==> src/rtl/rom_arbiter_if.sv <==
// Requester-side and ROM-side signals around rom_arbiter.
// slave is the arbiter's view; master is the view of the clients and the ROM.
interface rom_arbiter_if #(
  parameter int p_NUM_REQ       = 4,
  parameter int p_ADDRESS_WIDTH = 4,
  parameter int p_DATA_WIDTH    = 8
);
  logic [p_NUM_REQ-1:0]                 i_REQ;
  logic [p_NUM_REQ*p_ADDRESS_WIDTH-1:0] i_ADDRESS;
  logic [p_NUM_REQ-1:0]                 o_GNT;
  logic [p_NUM_REQ-1:0]                 o_VALID;
  logic [p_DATA_WIDTH-1:0]              o_READ_DATA;
  logic                                 o_ROM_READ_ENABLE;
  logic [p_ADDRESS_WIDTH-1:0]           o_ROM_ADDRESS;
  logic [p_DATA_WIDTH-1:0]              i_ROM_READ_DATA;

  modport slave (
    input  i_REQ, i_ADDRESS, i_ROM_READ_DATA,
    output o_GNT, o_VALID, o_READ_DATA, o_ROM_READ_ENABLE, o_ROM_ADDRESS
  );

  modport master (
    output i_REQ, i_ADDRESS, i_ROM_READ_DATA,
    input  o_GNT, o_VALID, o_READ_DATA, o_ROM_READ_ENABLE, o_ROM_ADDRESS
  );
endinterface

==> src/rtl/rom_arbiter.sv <==
// Round-robin arbiter sharing one 1-cycle-latency ROM among p_NUM_REQ requesters.
// Define ROM_ARBITER_FIXED_PRIORITY_EN for lowest-index-wins arbitration instead.
module rom_arbiter #(
  parameter int p_NUM_REQ       = 4,
  parameter int p_ADDRESS_WIDTH = 4,
  parameter int p_DATA_WIDTH    = 8
) (
  input  logic          i_CLK,
  input  logic          i_RST,
  rom_arbiter_if.slave  bus
);
  localparam int IDX_W = (p_NUM_REQ > 1) ? $clog2(p_NUM_REQ) : 1;

  localparam logic [1:0] IDLE    = 2'd0;
  localparam logic [1:0] ISSUE   = 2'd1;
  localparam logic [1:0] CAPTURE = 2'd2;

  logic [1:0]                 state_q, state_d;
  logic [p_NUM_REQ-1:0]       gnt_q, gnt_d;
  logic [p_NUM_REQ-1:0]       valid_q, valid_d;
  logic [p_DATA_WIDTH-1:0]    read_data_q, read_data_d;
  logic                       rom_en_q, rom_en_d;
  logic [p_ADDRESS_WIDTH-1:0] rom_addr_q, rom_addr_d;
  logic [IDX_W-1:0]           sel_q, sel_d;
`ifndef ROM_ARBITER_FIXED_PRIORITY_EN
  logic [IDX_W-1:0]           last_q, last_d;
  logic [IDX_W-1:0]           cand;
`endif

  logic             win_found;
  logic [IDX_W-1:0] win_idx;

  // Winner selection; only consulted on IDLE and CAPTURE edges.
  always_comb begin
    win_found = 1'b0;
    win_idx   = '0;
`ifdef ROM_ARBITER_FIXED_PRIORITY_EN
    for (int i = p_NUM_REQ - 1; i >= 0; i--) begin
      if (bus.i_REQ[i]) begin
        win_found = 1'b1;
        win_idx   = IDX_W'(i);
      end
    end
`else
    cand = '0;
    for (int i = 1; i <= p_NUM_REQ; i++) begin
      cand = IDX_W'((int'(last_q) + i) % p_NUM_REQ);
      if (!win_found && bus.i_REQ[cand]) begin
        win_found = 1'b1;
        win_idx   = cand;
      end
    end
`endif
  end

  always_comb begin
    // NOTE: every output of this block gets a default first so no path leaves one unassigned (no latches).
    state_d     = state_q;
    gnt_d       = '0;
    valid_d     = '0;
    read_data_d = read_data_q;
    rom_en_d    = 1'b0;
    rom_addr_d  = rom_addr_q;
    sel_d       = sel_q;
`ifndef ROM_ARBITER_FIXED_PRIORITY_EN
    last_d      = last_q;
`endif

    if (state_q == CAPTURE) begin
      read_data_d    = bus.i_ROM_READ_DATA;
      valid_d[sel_q] = 1'b1;
      state_d        = IDLE;
    end

    if (state_q == ISSUE) begin
      state_d = CAPTURE;
    end else if (win_found) begin
      // IDLE or CAPTURE: a new access may start at this edge.
      gnt_d[win_idx] = 1'b1;
      rom_en_d       = 1'b1;
      rom_addr_d     = bus.i_ADDRESS[win_idx*p_ADDRESS_WIDTH +: p_ADDRESS_WIDTH];
      sel_d          = win_idx;
`ifndef ROM_ARBITER_FIXED_PRIORITY_EN
      last_d         = win_idx;
`endif
      state_d        = ISSUE;
    end
  end

  // NOTE: sequential state uses non-blocking assignments so every flop samples pre-edge values.
  always_ff @(posedge i_CLK or posedge i_RST) begin
    if (i_RST) begin
      state_q     <= IDLE;
      gnt_q       <= '0;
      valid_q     <= '0;
      read_data_q <= '0;
      rom_en_q    <= 1'b0;
      rom_addr_q  <= '0;
      sel_q       <= '0;
`ifndef ROM_ARBITER_FIXED_PRIORITY_EN
      last_q      <= IDX_W'(p_NUM_REQ - 1);
`endif
    end else begin
      state_q     <= state_d;
      gnt_q       <= gnt_d;
      valid_q     <= valid_d;
      read_data_q <= read_data_d;
      rom_en_q    <= rom_en_d;
      rom_addr_q  <= rom_addr_d;
      sel_q       <= sel_d;
`ifndef ROM_ARBITER_FIXED_PRIORITY_EN
      last_q      <= last_d;
`endif
    end
  end

  assign bus.o_GNT             = gnt_q;
  assign bus.o_VALID           = valid_q;
  assign bus.o_READ_DATA       = read_data_q;
  assign bus.o_ROM_READ_ENABLE = rom_en_q;
  assign bus.o_ROM_ADDRESS     = rom_addr_q;
endmodule

==> src/flat_wrapper.sv <==
// flat-port wrapper written by rule: the top's interface ports become plain ports
module rom_arbiter_flat 
#(
  parameter int p_NUM_REQ       = 4,
  parameter int p_ADDRESS_WIDTH = 4,
  parameter int p_DATA_WIDTH    = 8
)
  (i_CLK, i_RST, bus_i_REQ, bus_i_ADDRESS, bus_i_ROM_READ_DATA, bus_o_GNT, bus_o_VALID, bus_o_READ_DATA, bus_o_ROM_READ_ENABLE, bus_o_ROM_ADDRESS);
  rom_arbiter_if #(.p_NUM_REQ(p_NUM_REQ), .p_ADDRESS_WIDTH(p_ADDRESS_WIDTH), .p_DATA_WIDTH(p_DATA_WIDTH)) bus_i ();
  input  logic i_CLK;
  input  logic i_RST;
  input wire logic [$bits(bus_i.i_REQ)-1:0] bus_i_REQ;
  input wire logic [$bits(bus_i.i_ADDRESS)-1:0] bus_i_ADDRESS;
  input wire logic [$bits(bus_i.i_ROM_READ_DATA)-1:0] bus_i_ROM_READ_DATA;
  output wire logic [$bits(bus_i.o_GNT)-1:0] bus_o_GNT;
  output wire logic [$bits(bus_i.o_VALID)-1:0] bus_o_VALID;
  output wire logic [$bits(bus_i.o_READ_DATA)-1:0] bus_o_READ_DATA;
  output wire logic [$bits(bus_i.o_ROM_READ_ENABLE)-1:0] bus_o_ROM_READ_ENABLE;
  output wire logic [$bits(bus_i.o_ROM_ADDRESS)-1:0] bus_o_ROM_ADDRESS;
  assign bus_i.i_REQ = bus_i_REQ;
  assign bus_i.i_ADDRESS = bus_i_ADDRESS;
  assign bus_i.i_ROM_READ_DATA = bus_i_ROM_READ_DATA;
  assign bus_o_GNT = bus_i.o_GNT;
  assign bus_o_VALID = bus_i.o_VALID;
  assign bus_o_READ_DATA = bus_i.o_READ_DATA;
  assign bus_o_ROM_READ_ENABLE = bus_i.o_ROM_READ_ENABLE;
  assign bus_o_ROM_ADDRESS = bus_i.o_ROM_ADDRESS;
  rom_arbiter #(.p_NUM_REQ(p_NUM_REQ), .p_ADDRESS_WIDTH(p_ADDRESS_WIDTH), .p_DATA_WIDTH(p_DATA_WIDTH)) u_core (.i_CLK(i_CLK), .i_RST(i_RST), .bus(bus_i));
endmodule
==> config.mk <==
export PLATFORM = sky130hd
export DESIGN_NAME = rom_arbiter_flat
export DESIGN_NICKNAME = d
export VERILOG_FILES = /design/src/rtl/rom_arbiter_if.sv /design/src/rtl/rom_arbiter.sv /design/src/flat_wrapper.sv
export SDC_FILE = /design/constraint.sdc
export NUM_CORES = 1
export LEC_CHECK = 0
export CORE_UTILIZATION = 30
export DETAILED_ROUTE_END_ITERATION = 10
export DONT_BUFFER_PORTS = 1
export SYNTH_ARGS = -nofsm -noshare
export SYNTH_HDL_FRONTEND = slang
export SYNTH_SLANG_ARGS = --single-unit
==> constraint.sdc <==
create_clock -name i_CLK -period 5.8 [get_ports i_CLK]
set_clock_uncertainty 0.05 [all_clocks]
set_input_delay 0.87 -clock i_CLK [delete_from_list [all_inputs] [get_ports i_CLK]]
set_output_delay 0.87 -clock i_CLK [all_outputs]
set_load 0.01 [all_outputs]
Yosys cells after proc, flatten, opt, wreduce, memory -nomap -nowiden
Cells that the tools add are included.
{"block": "op_classes", "add_sub_neg": 4, "magnitude_cmp": 8, "n_eq_ne": 2, "shift": 1, "muxes": 28, "n_bitwise": 1, "n_reduce_logical": 10}
{"operator": "$lt A2 B3 Y1 const B", "n": 6}
{"operator": "$shiftx A16 B5 Y4", "n": 1}
{"operator": "$mux W2", "n": 7}
{"operator": "$mux W1", "n": 12}
{"operator": "$mux W4", "n": 3}
{"operator": "$bmux W1 S2", "n": 4}
{"operator": "$logic_and A1 B1 Y1", "n": 5}
{"operator": "$add A2 B1 Y2 const B", "n": 2}
{"operator": "$add A2 B2 Y2 const B", "n": 2}
{"operator": "$demux W1 S2", "n": 2}
{"operator": "$ge A2 B1 Y1 const B", "n": 2}
{"operator": "$logic_not A1 Y1", "n": 3}
{"operator": "$reduce_bool A3 Y1", "n": 1}
{"operator": "$eq A2 B1 Y1 const B", "n": 1}
{"operator": "$eq A2 B2 Y1 const B", "n": 1}
{"operator": "$reduce_and A2 Y1", "n": 1}
{"operator": "$not A1 Y1", "n": 1}
{"block": "totals", "regBits": 27, "in_bits": 30, "output_inout_bits": 21}

Longest topological paths before layout
Gate-level depths: netlist of run 1.
{"block": "depth", "word_depth": 19, "depth_mapped": 6, "mapped_depth_nobuf": 5}

Least setup slack after synthesis of run 1
No wires, ideal clock.
{"block": "synth_timing", "kind": "in2reg", "from": "input bus_i_REQ[0]", "to": "register u_core.rom_addr_q[0], in the netlist u_core.bus.o_ROM_ADDRESS[0]", "setup_time_ns": 0.120, "arrival_ns": 2.066, "required_time_ns": 5.630, "slack_ns": 3.564, "path_stages": 6, "path_cell_list": "and2b_1 o21bai_2 and3_1 buf_6 mux2_1 o211a_1"}
{"block": "synth_via", "elab_chain_len": 13, "elab_cells_between_ends": 24}
{"element": "from (decl)", "line_no": "flat_wrapper.sv:12", "text": "input wire logic [$bits(bus_i.i_REQ)-1:0] bus_i_REQ;"}
{"element": "$bmux W1 S2", "line_no": "rom_arbiter.sv:48", "text": "if (!win_found && bus.i_REQ[cand]) begin"}
{"element": "$mux W1 (implied by the code)", "line_no": "rom_arbiter.sv:48"}
{"element": "$mux W1", "line_no": "rom_arbiter.sv:48"}
{"element": "$logic_not A1 Y1", "line_no": "rom_arbiter.sv:48"}
{"element": "$logic_and A1 B1 Y1", "line_no": "rom_arbiter.sv:48"}
{"element": "$mux W1", "line_no": "rom_arbiter.sv:48"}
{"element": "$logic_not A1 Y1", "line_no": "rom_arbiter.sv:48"}
{"element": "$logic_and A1 B1 Y1", "line_no": "rom_arbiter.sv:48"}
{"element": "$mux W1", "line_no": "rom_arbiter.sv:48"}
{"element": "$logic_not A1 Y1", "line_no": "rom_arbiter.sv:48"}
{"element": "$logic_and A1 B1 Y1", "line_no": "rom_arbiter.sv:48"}
{"element": "$mux W2 / $mux W1 (equally long branches)", "line_no": "rom_arbiter.sv:48"}
{"element": "$shiftx A16 B5 Y4 / $reduce_and A2 Y1 (equally long branches)"}
{"element": "to (signal assigned)", "line_no": "rom_arbiter.sv:109", "text": "rom_addr_q <= rom_addr_d;"}
{"element": "to (decl)", "line_no": "rom_arbiter.sv:23", "text": "logic [p_ADDRESS_WIDTH-1:0] rom_addr_q, rom_addr_d;"}
Several ways; a longest one is shown, not always the timed one. The select of a mux whose other input is x is not followed.
A chain may end at the register's enable or synchronous reset.

Worst setup path after layout of run 1
Same ends and word-level chain as after synthesis.

==> results of run 1 <==
==> worst max-delay path: cells and delay by family <==
kind | cells | cell delay [ps]
AND/OR/NAND/NOR | 2 | 590
AO/OA/AOI/OAI | 2 | 470
multiplexers | 1 | 370
==> where the power goes <==
part	switching [W]	internal (W)
Clock	0.0000547	0.0000480
Combinational	0.0000618	0.0000533
Sequential	0.0000377	0.000227
Total	0.000154	0.000328
==> cells by family (layout without fill, tap and decap cells) <==
| group | after synthesis | after routing |
|---|---|---|
| fa+ha+maj | 2 | 2 |
| buf+inv | 9 | 9 |
| mux | 12 | 12 |
| compound gates | 19 | 19 |
| flops | 27 | 27 |
| simple gates | 37 | 37 |
==> sequential cells by signal (all words and copies together), names as in the netlist <==
signal,flops
u_core.bus.o_READ_DATA,8
u_core.bus.o_GNT,4
u_core.bus.o_ROM_ADDRESS,4
u_core.bus.o_VALID,4
u_core.last_q,2
u_core.sel_q,2
u_core.state_q,2
u_core.bus.o_ROM_READ_ENABLE,1
==> metal layers <==
metal  vias up  part of all wire (%)  global-route usage, %
met1       393                    42                   14.4
met4         0                   1.1                   5.71
met5         -                     0                      0
li1        369                     -                      -
met2        28                    49                   19.5
met3         2                   8.1                   3.79
==> final cells by class <==
| class | instances | area, um2 | share of cell area, % |
|---|---|---|---|
| clock buffer | 3 | 41.3 | 3.17 |
| tap | 48 | 60.1 | 4.61 |
| clock inverter | 1 | 5.00 | 0.384 |
| multi-input combinational | 70 | 499 | 38.3 |
| inverter | 5 | 18.8 | 1.44 |
| sequential | 27 | 678 | 52.1 |
==> worst paths after layout <==
check | startpoint | slack, ps | end | depth (start not counted)
worst max-delay path | bus_i_REQ[0] | 3600 | u_core.bus.o_ROM_ADDRESS[0] | 5
worst min-delay path | u_core.sel_q[1] | 430 | u_core.bus.o_VALID[1] | 1
worst max register to register | u_core.last_q[1] | 3680 | u_core.bus.o_ROM_ADDRESS[0] | 5
worst min register to register | u_core.sel_q[1] | 430 | u_core.bus.o_VALID[1] | 1
max in group asynchronous | i_RST | 4450 | u_core.state_q[1] | 1
min in group asynchronous | i_RST | 660 | u_core.bus.o_READ_DATA[6] | 1
==> per-stage QoR <==
stage	cells	hold slack [ps]	setup slack, ps	utilization [%]	cell area, um2
floorplan	106	393	3560	-	1220
global placement	150	408	3410	33.3	1260
detailed placement	150	423	3330	33.3	1260
CTS	154	431	3610	34.5	1300
global route	154	444	3520	34.5	1300
finish	154	434	3600	34.5	1300
==> layout by cell type, fill, tap and decap left out, drive strengths merged, types with 2 or more instances in the layout <==
cell,count
a21oi,2
a221o,4
and3,5
clkbuf,3
dfrtp,25
dfstp,2
ha,2
inv,5
mux2,12
nand2,9
nand3,2
nor2,11
o211a,4
o21ai,3
or2,4
==> results_dict.tcl, run 1 <==
set metrics [dict create \
    status "complete, no violations" \
    clock_sinks 27 \
    yosysTopAreaCellShare_pct 51.3 \
    die_h_um 65.8 \
    final_nets 139 \
    maxCapViolCount 0 \
    avgRoutedWirePerCell_um 15.4 \
    power_w 0.000482 \
    grt_pass1_vias 773 \
    synth_edf_count 0 \
    io_pins 51 \
    maxSlewHeadroom_pct 35.5 \
    timing.final.max_slew_violations 0 \
    layout_min_cycle_time_ps 2200 \
    synth_most_common_cell "dfrtp_1" \
    antenna_found_initial 0 \
    cts_tree "yes" \
    gp_congestion 0.709 \
    tightest_slew_ps 967 \
    start_util_pct 32.3 \
    worst_ep_arrival_time_ps 2310 \
    hold_class "register to register" \
    ctsResizeCount 0 \
    root_buffer "clkbuf_8" \
    vdd_drop_max_v 0.000105 \
    fp.dieW_um 65.8 \
    cts_inserted_buffers 3 \
    finalCritPeriodShare_pct 37.9 \
    core_area_um2 3770 \
    synth_common_cells "dfrtp_1 (25), nor2_1 (11), mux2_2 (8), nand2_1 (8)" \
    drive_gt1_share_pct 18.9 \
    async_reset_ff_share_pct 100 \
    cts_max_level 1 \
    synth_compound_area_share_pct 12.4 \
    final.setup.tns_ps 0 \
    rows 22 \
    yosys.area_share.simple_pct 15.4 \
    synthMuxAreaShare_pct 11.1 \
    io_buffers 0 \
    max_stage_delay_ps 420 \
    cp.required_ps 5910 \
    synth_nets 138 \
    grt_use_total_pct 12.0 \
    overflow 0 \
    hpwl_um 1850 \
    antennaDiodeCount 0 \
    max_freq_mhz 455 \
    yosys.area.top_type "dfrtp_1" \
    synth_ff_type "dfrtp_1" \
    grt_setup_unrepaired "false" \
    syn_to_final_growth_pct 6.77 \
    clkLatencyLatePin_ps 260 \
    vias 792 \
    end_kind "register" \
    fp.dieArea_um2 4330 \
    crit_chain "and2b_1 > o21bai_2 > and3_1 > mux2_1 > o211a_1" \
    grt_pass1_wl_um 3820 \
    critPathKind "input pin to register" \
    synth_top_family_by_area "simple AND/OR/NAND/NOR gates" \
    synth_area_um2 1220 \
    drtPass1Iterations 4 \
    netlist-cell-type-count 31 \
    syn_inst 106 \
    p_per_area_nw_per_um2 370 \
    p_leak_nw 0.608 \
    crit_slowest_cell "and3_1" \
    clk_pin_slew_ps 90 \
    drt_iter0_drc 55 \
    ys_ff_latch 27 \
    cts_setup_buffers 0 \
    wl_um 2380 \
    ys_seq_area_share_pct 55.6 \
    cts_buffer_depth 2 \
    fill_cells 378 \
    synth_area_leaders "dfrtp_1 (51%), mux2_2 (7.4%), dfstp_2 (4.3%), mux2_1 (3.7%), nor2_1 (3.4%)" \
    syn_avg_cell_area_um2 11.5 \
    postCtsHoldBufs 0 \
    avgViaCountPerCell 5.14 \
    drc 0 \
    grt_max_degree 28 \
    hold_viol 0 \
    antenna_left 0 \
    critPathLaunchType "input pin" \
    yosys.area_share.xor_xnor_pct 0 \
    finalSetupViolations 0 \
    synth_adder_area_share_pct 2.05 \
    synth-warning-count 0 \
    crit_fanout 8 \
]
Note: power is estimated with default switching activity, not from simulation.
==> run 2: changes to the inputs <==
- clock period: 5.8 -> 1.8 ns (I/O delays scaled with it)
==> run 2 against run 1 <==
  * Final area up 11%
  * Register-to-register slack worse by 3700 ps
  * Hold slack worse by 330 ps
  * Combinational power rose to 4.5 times the previous value
  * Core utilization up 3.9 points
  * Setup slack worse by 3600 ps
  * Die area unchanged
  * Global-route usage up 0.18 points
  * Via count up 5.6%
  * Clock power rose to 3.2 times the previous value
  * Power rose to 3.5 times the previous value
  * Largest power group unchanged
  * The run now ends with setup timing left
  * Final cell count up 8.4%
==> results_dict.tcl, run 2 (same netlist as run 1, synthesis figures left out) <==
set metrics [dict create \
    largest_register_ff_count 8 \
    clk_pin_slew_ps 90 \
    drt_iter0_drc 11 \
    maxSlewHeadroom_pct 67.4 \
    grt_setup_unrepaired "true" \
    layout_min_cycle_time_ps 1840 \
    crit_fanout 5 \
    critPathLaunchType "register" \
    wl_um 2440 \
    crit_chain "nand2_2 > a31oi_4 > or3b_4 > a221o_1 > o211a_1" \
    final.setup.tns_ps -116 \
    status "finished, violations left" \
    placedInstanceArea_um2 1350 \
    final_cell_mix "dfrtp_1 (25), buf_4 (12), nor2_1 (10)" \
    vias 836 \
    r2r-end "u_core.bus.o_ROM_ADDRESS[0]" \
    avgViaCountPerCell 5.01 \
    hold_start "bus_i_ROM_READ_DATA[4]" \
    hold_path_depth 1 \
    globalRouteMet3Util_pct 3.28 \
    drive_gt1_share_pct 35.3 \
    tightest_slew_ps 489 \
    timing.final.max_slew_violations 0 \
    antenna_left 0 \
    final_nets 152 \
    cts_max_level 1 \
    hold_class "input pin to register" \
    drc 0 \
    avgRoutedWirePerCell_um 14.6 \
    fp.dieArea_um2 4330 \
    clock_sinks 27 \
    dpl.cell_count 160 \
    hold_path_end "u_core.bus.o_READ_DATA[4]" \
    rows 22 \
    cp_top_family "flip-flops" \
    gp_congestion 0.750 \
    io_buffers 0 \
    cts_tree "yes" \
    max_freq_mhz 545 \
    max_stage_delay_ps 590 \
    rr_startpoint "u_core.last_q[1]" \
    overflow 0 \
    power_w 0.00169 \
    worst_ep_arrival_time_ps 1940 \
    hpwl_um 1870 \
    reg2reg_setup_slack_ps -40 \
    finalCritPeriodShare_pct 102 \
    top_usage_layer "met2" \
    core_area_um2 3770 \
    use_met1_pct 14.5 \
    critPathKind "register to register" \
    reg2regPathDepth 5 \
    fp.dieW_um 65.8 \
    grt_pass1_wl_um 4050 \
    cp.required_ps 1910 \
    grt_max_degree 16 \
    layout.cells.non_filler 167 \
    antenna_found_initial 0 \
    io_pins 51 \
    final_common_cell "dfrtp_1" \
    grt_pass1_vias 889 \
    hold_viol 0 \
    p_leak_nw 0.695 \
    grt_use_total_pct 12.2 \
    vdd_drop_max_v 0.000328 \
    start_util_pct 32.3 \
    crit_slowest_cell "dfstp_2" \
    end_kind "register" \
    maxCapViolCount 0 \
    p_per_area_nw_per_um2 1170 \
    drtPass1Iterations 3 \
    cts_inserted_buffers 3 \
    syn_to_final_growth_pct 19.0 \
    die_h_um 65.8 \
    final_area_um2 1450 \
    clkLatencyLatePin_ps 260 \
    antennaDiodeCount 0 \
    fill_cells 360 \
    finalSetupViolations 4 \
    fin_ws_ps -36.0 \
    violations "setup timing" \
    fin_hold_ws_ps 99.9 \
    cts_buffer_depth 2 \
    critPathBufInv 0 \
    grt_util_met2_pct 20.3 \
    root_buffer "clkbuf_8" \
]
-- run 2: what timing repair did --
action,in CTS,in global routing
endpoints found under the setup margin,4,4
resized for setup,2,5
pin swaps,2,1
hold buffers,1,0
setup buffers,1,1
endpoints found under the hold margin,10,0
-- run 2: worst max-delay path by stage --
stage | startpoint | end | slack (ps) | depth (start not counted)
after floorplan | u_core.last_q[1] | u_core.bus.o_ROM_ADDRESS[0] | -10 | 6
after detailed placement | u_core.last_q[1] | u_core.bus.o_ROM_ADDRESS[0] | -80 | 5
after CTS | u_core.last_q[1] | u_core.bus.o_ROM_ADDRESS[0] | -30 | 5
final | u_core.last_q[1] | u_core.bus.o_ROM_ADDRESS[0] | -40 | 5
after global routing | u_core.last_q[1] | u_core.bus.o_ROM_ADDRESS[0] | -90 | 5
after global placement | u_core.last_q[1] | u_core.bus.o_ROM_ADDRESS[1] | 0.3 | 5
-- run 2: power by group --
group / internal, W / switching, W
Combinational: 0.000280 / 0.000240
Sequential: 0.000731 / 0.000116
Clock: 0.000154 / 0.000172
Total: 0.00117 / 0.000528
-- run 2: cell type report --
cell class,count,area (um2),share of cell area (%)
Sequential cell,27,678,46.7
Multi-Input combinational cell,70,548,37.8
Tap cell,48,60.1,4.14
Timing Repair Buffer,13,100,6.90
Clock inverter,1,5.00,0.345
Clock buffer,3,41.3,2.84
Inverter,5,18.8,1.29
-- run 2: layer usage --
metal,wire length [um],part of all wire (%)
met1,979,40
met2,1320,54
met3,116,4.8
met4,27,1.1
met5,0,0
-- run 2: per-stage QoR --
step	utilization (%)	worst slack (ps)
after CTS	37.6	-26.4
after detailed placement	35.8	-80.4
after global placement	35.8	0.296
after floorplan	-	-10.4
after global routing	38.5	-90.6
final	38.5	-36.0
==> run 3: changes to the inputs <==
- PLACE_DENSITY_LB_ADDON: unset -> 0.3
==> run 3 against run 2 <==
  * The flow now finishes without violations
  * Hold slack improved by 1.6 ps
  * Wire length increased by 1.6%
  * Maximum frequency up 2.1%
  * Sequential share of layout area is the same
  * Final cell count did not move
  * Sequential cell count unchanged
  * First-iteration DRC count increased by 150%
  * Clock power is 4% higher
  * Via count down 3.2%
  * Setup slack better by 38 ps
  * Non-clock buffer count stayed put
  * Combinational power shrank 3%
  * Critical path type unchanged
  * Critical endpoint is now u_core.bus.o_ROM_ADDRESS[1]
  * Largest cell class unchanged
==> results_dict.tcl, run 3 (same netlist as run 1, synthesis figures left out) <==
set metrics [dict create \
    start_util_pct 32.3 \
    grt_pass1_vias 849 \
    highest_layer "met4" \
    p_leak_nw 0.696 \
    final_cell_mix "dfrtp_1 (25), buf_4 (12), nor2_1 (10)" \
    grt_max_degree 28 \
    reg2regPathDepth 5 \
    final_common_cell "dfrtp_1" \
    clk_pin_slew_ps 100 \
    finalSetupViolations 0 \
    grt_pass1_wl_um 3980 \
    fp.dieW_um 65.8 \
    clock_sinks 27 \
    tightest_slew_ps 421 \
    antenna_left 0 \
    core_area_um2 3770 \
    hold_viol 0 \
    crit_fanout 6 \
    largest_register_ff_count 8 \
    gp_congestion 0.675 \
    drive_gt1_share_pct 35.3 \
    avgRoutedWirePerCell_um 14.8 \
    cts_buffer_depth 2 \
    final.setup.tns_ps 0 \
    vdd_drop_max_v 0.000371 \
    maxSlewHeadroom_pct 72.0 \
    vias 809 \
    fin_hold_ws_ps 101 \
    routed-wl-met3_um 123 \
    p_per_area_nw_per_um2 1170 \
    rr_startpoint "u_core.last_q[1]" \
    antenna_found_initial 0 \
    drtPass1Iterations 4 \
    fin_ws_ps 2.20 \
    hpwl_um 1850 \
    fp.dieArea_um2 4330 \
    final_area_um2 1450 \
    drc 0 \
    io_buffers 0 \
    grt_use_total_pct 12.3 \
    max_freq_mhz 556 \
    critPathKind "register to register" \
    root_buffer "clkbuf_8" \
    place_ws_ps -106 \
    clkLatencyLatePin_ps 270 \
    grt_setup_unrepaired "true" \
    drt_iter0_drc 27 \
    final_nets 152 \
    critPathLaunchType "register" \
    drt-met1-wl_um 1060 \
    avgViaCountPerCell 4.84 \
    end_kind "register" \
    finalCritPeriodShare_pct 99.9 \
    overflow 0 \
    layout_min_cycle_time_ps 1800 \
    cts_tree "yes" \
    cts_inserted_buffers 3 \
    fin_util_pct 38.5 \
    maxCapViolCount 0 \
    timing.final.max_slew_violations 0 \
    worst_ep_arrival_time_ps 1920 \
    wl_um 2480 \
    hold_path_end "u_core.bus.o_READ_DATA[0]" \
    cts_max_level 1 \
    cp.required_ps 1920 \
    wl_met2_um 1270 \
    syn_to_final_growth_pct 19.0 \
    io_pins 51 \
    r2r-end "u_core.bus.o_ROM_ADDRESS[1]" \
    hold_start "bus_i_ROM_READ_DATA[0]" \
    hold_class "input pin to register" \
    status "complete, no violations" \
    hold_path_depth 1 \
    reg2reg_setup_slack_ps 2 \
    placedInstanceArea_um2 1350 \
    antennaDiodeCount 0 \
    die_h_um 65.8 \
    rows 22 \
]
[run 3: through the flow]
stage,instances,total power (W)
after detailed placement,160,0.00132
after CTS,166,0.00169
after global routing,167,0.00181
after floorplan,106,0.00121
after global placement,160,0.00130
final,167,0.00170
[run 3: worst max path at each step]
stage / depth (start not counted) / slack [ps] / endpoint / from
after global placement: 5 / -50 / u_core.bus.o_ROM_ADDRESS[2] / u_core.last_q[1]
after detailed placement: 5 / -110 / u_core.bus.o_ROM_ADDRESS[1] / u_core.last_q[1]
after floorplan: 6 / -10 / u_core.bus.o_ROM_ADDRESS[0] / u_core.last_q[1]
after global routing: 5 / -70 / u_core.bus.o_ROM_ADDRESS[1] / u_core.last_q[1]
after CTS: 5 / -20 / u_core.bus.o_ROM_ADDRESS[1] / u_core.last_q[1]
final: 5 / 2 / u_core.bus.o_ROM_ADDRESS[1] / u_core.last_q[1]
[run 3: per-layer routing]
metal / up-vias / GRT usage, %
li1: 397 / -
met1: 390 / 14.7
met2: 20 / 20.7
met3: 2 / 3.10
met4: 0 / 5.71
met5: - / 0
[run 3: area by class of cell]
class | instances | area (um2)
clock inverters | 1 | 5.00
well taps | 48 | 60.1
inverters | 5 | 18.8
fillers | 364 | 2320
clock buffers | 3 | 41.3
multi-input cells | 70 | 548
flip-flops and latches | 27 | 678
repair buffers | 13 | 100
[run 3: timing repair]
| action | CTS | global route |
|---|---|---|
| hold endpoints to repair | 25 | 0 |
| buffers inserted | 1 | 1 |
| resized for setup | 3 | 4 |
| pin swaps | 2 | 0 |
| hold buffers | 1 | 0 |
| endpoints found under the setup margin | 4 | 4 |
[run 3: power breakdown]
group          internal (W)  switching (W)
registers          0.000731       0.000124
logic              0.000275       0.000228
clock network      0.000155       0.000185
total               0.00116       0.000538
[run 3: critical path, cell delays in order (launching register included)]
cell	delay [ps]
dfstp_2	600
nand2_2	90
a31oi_4	130
or3b_4	430
a221o_1	280
o211a_1	120
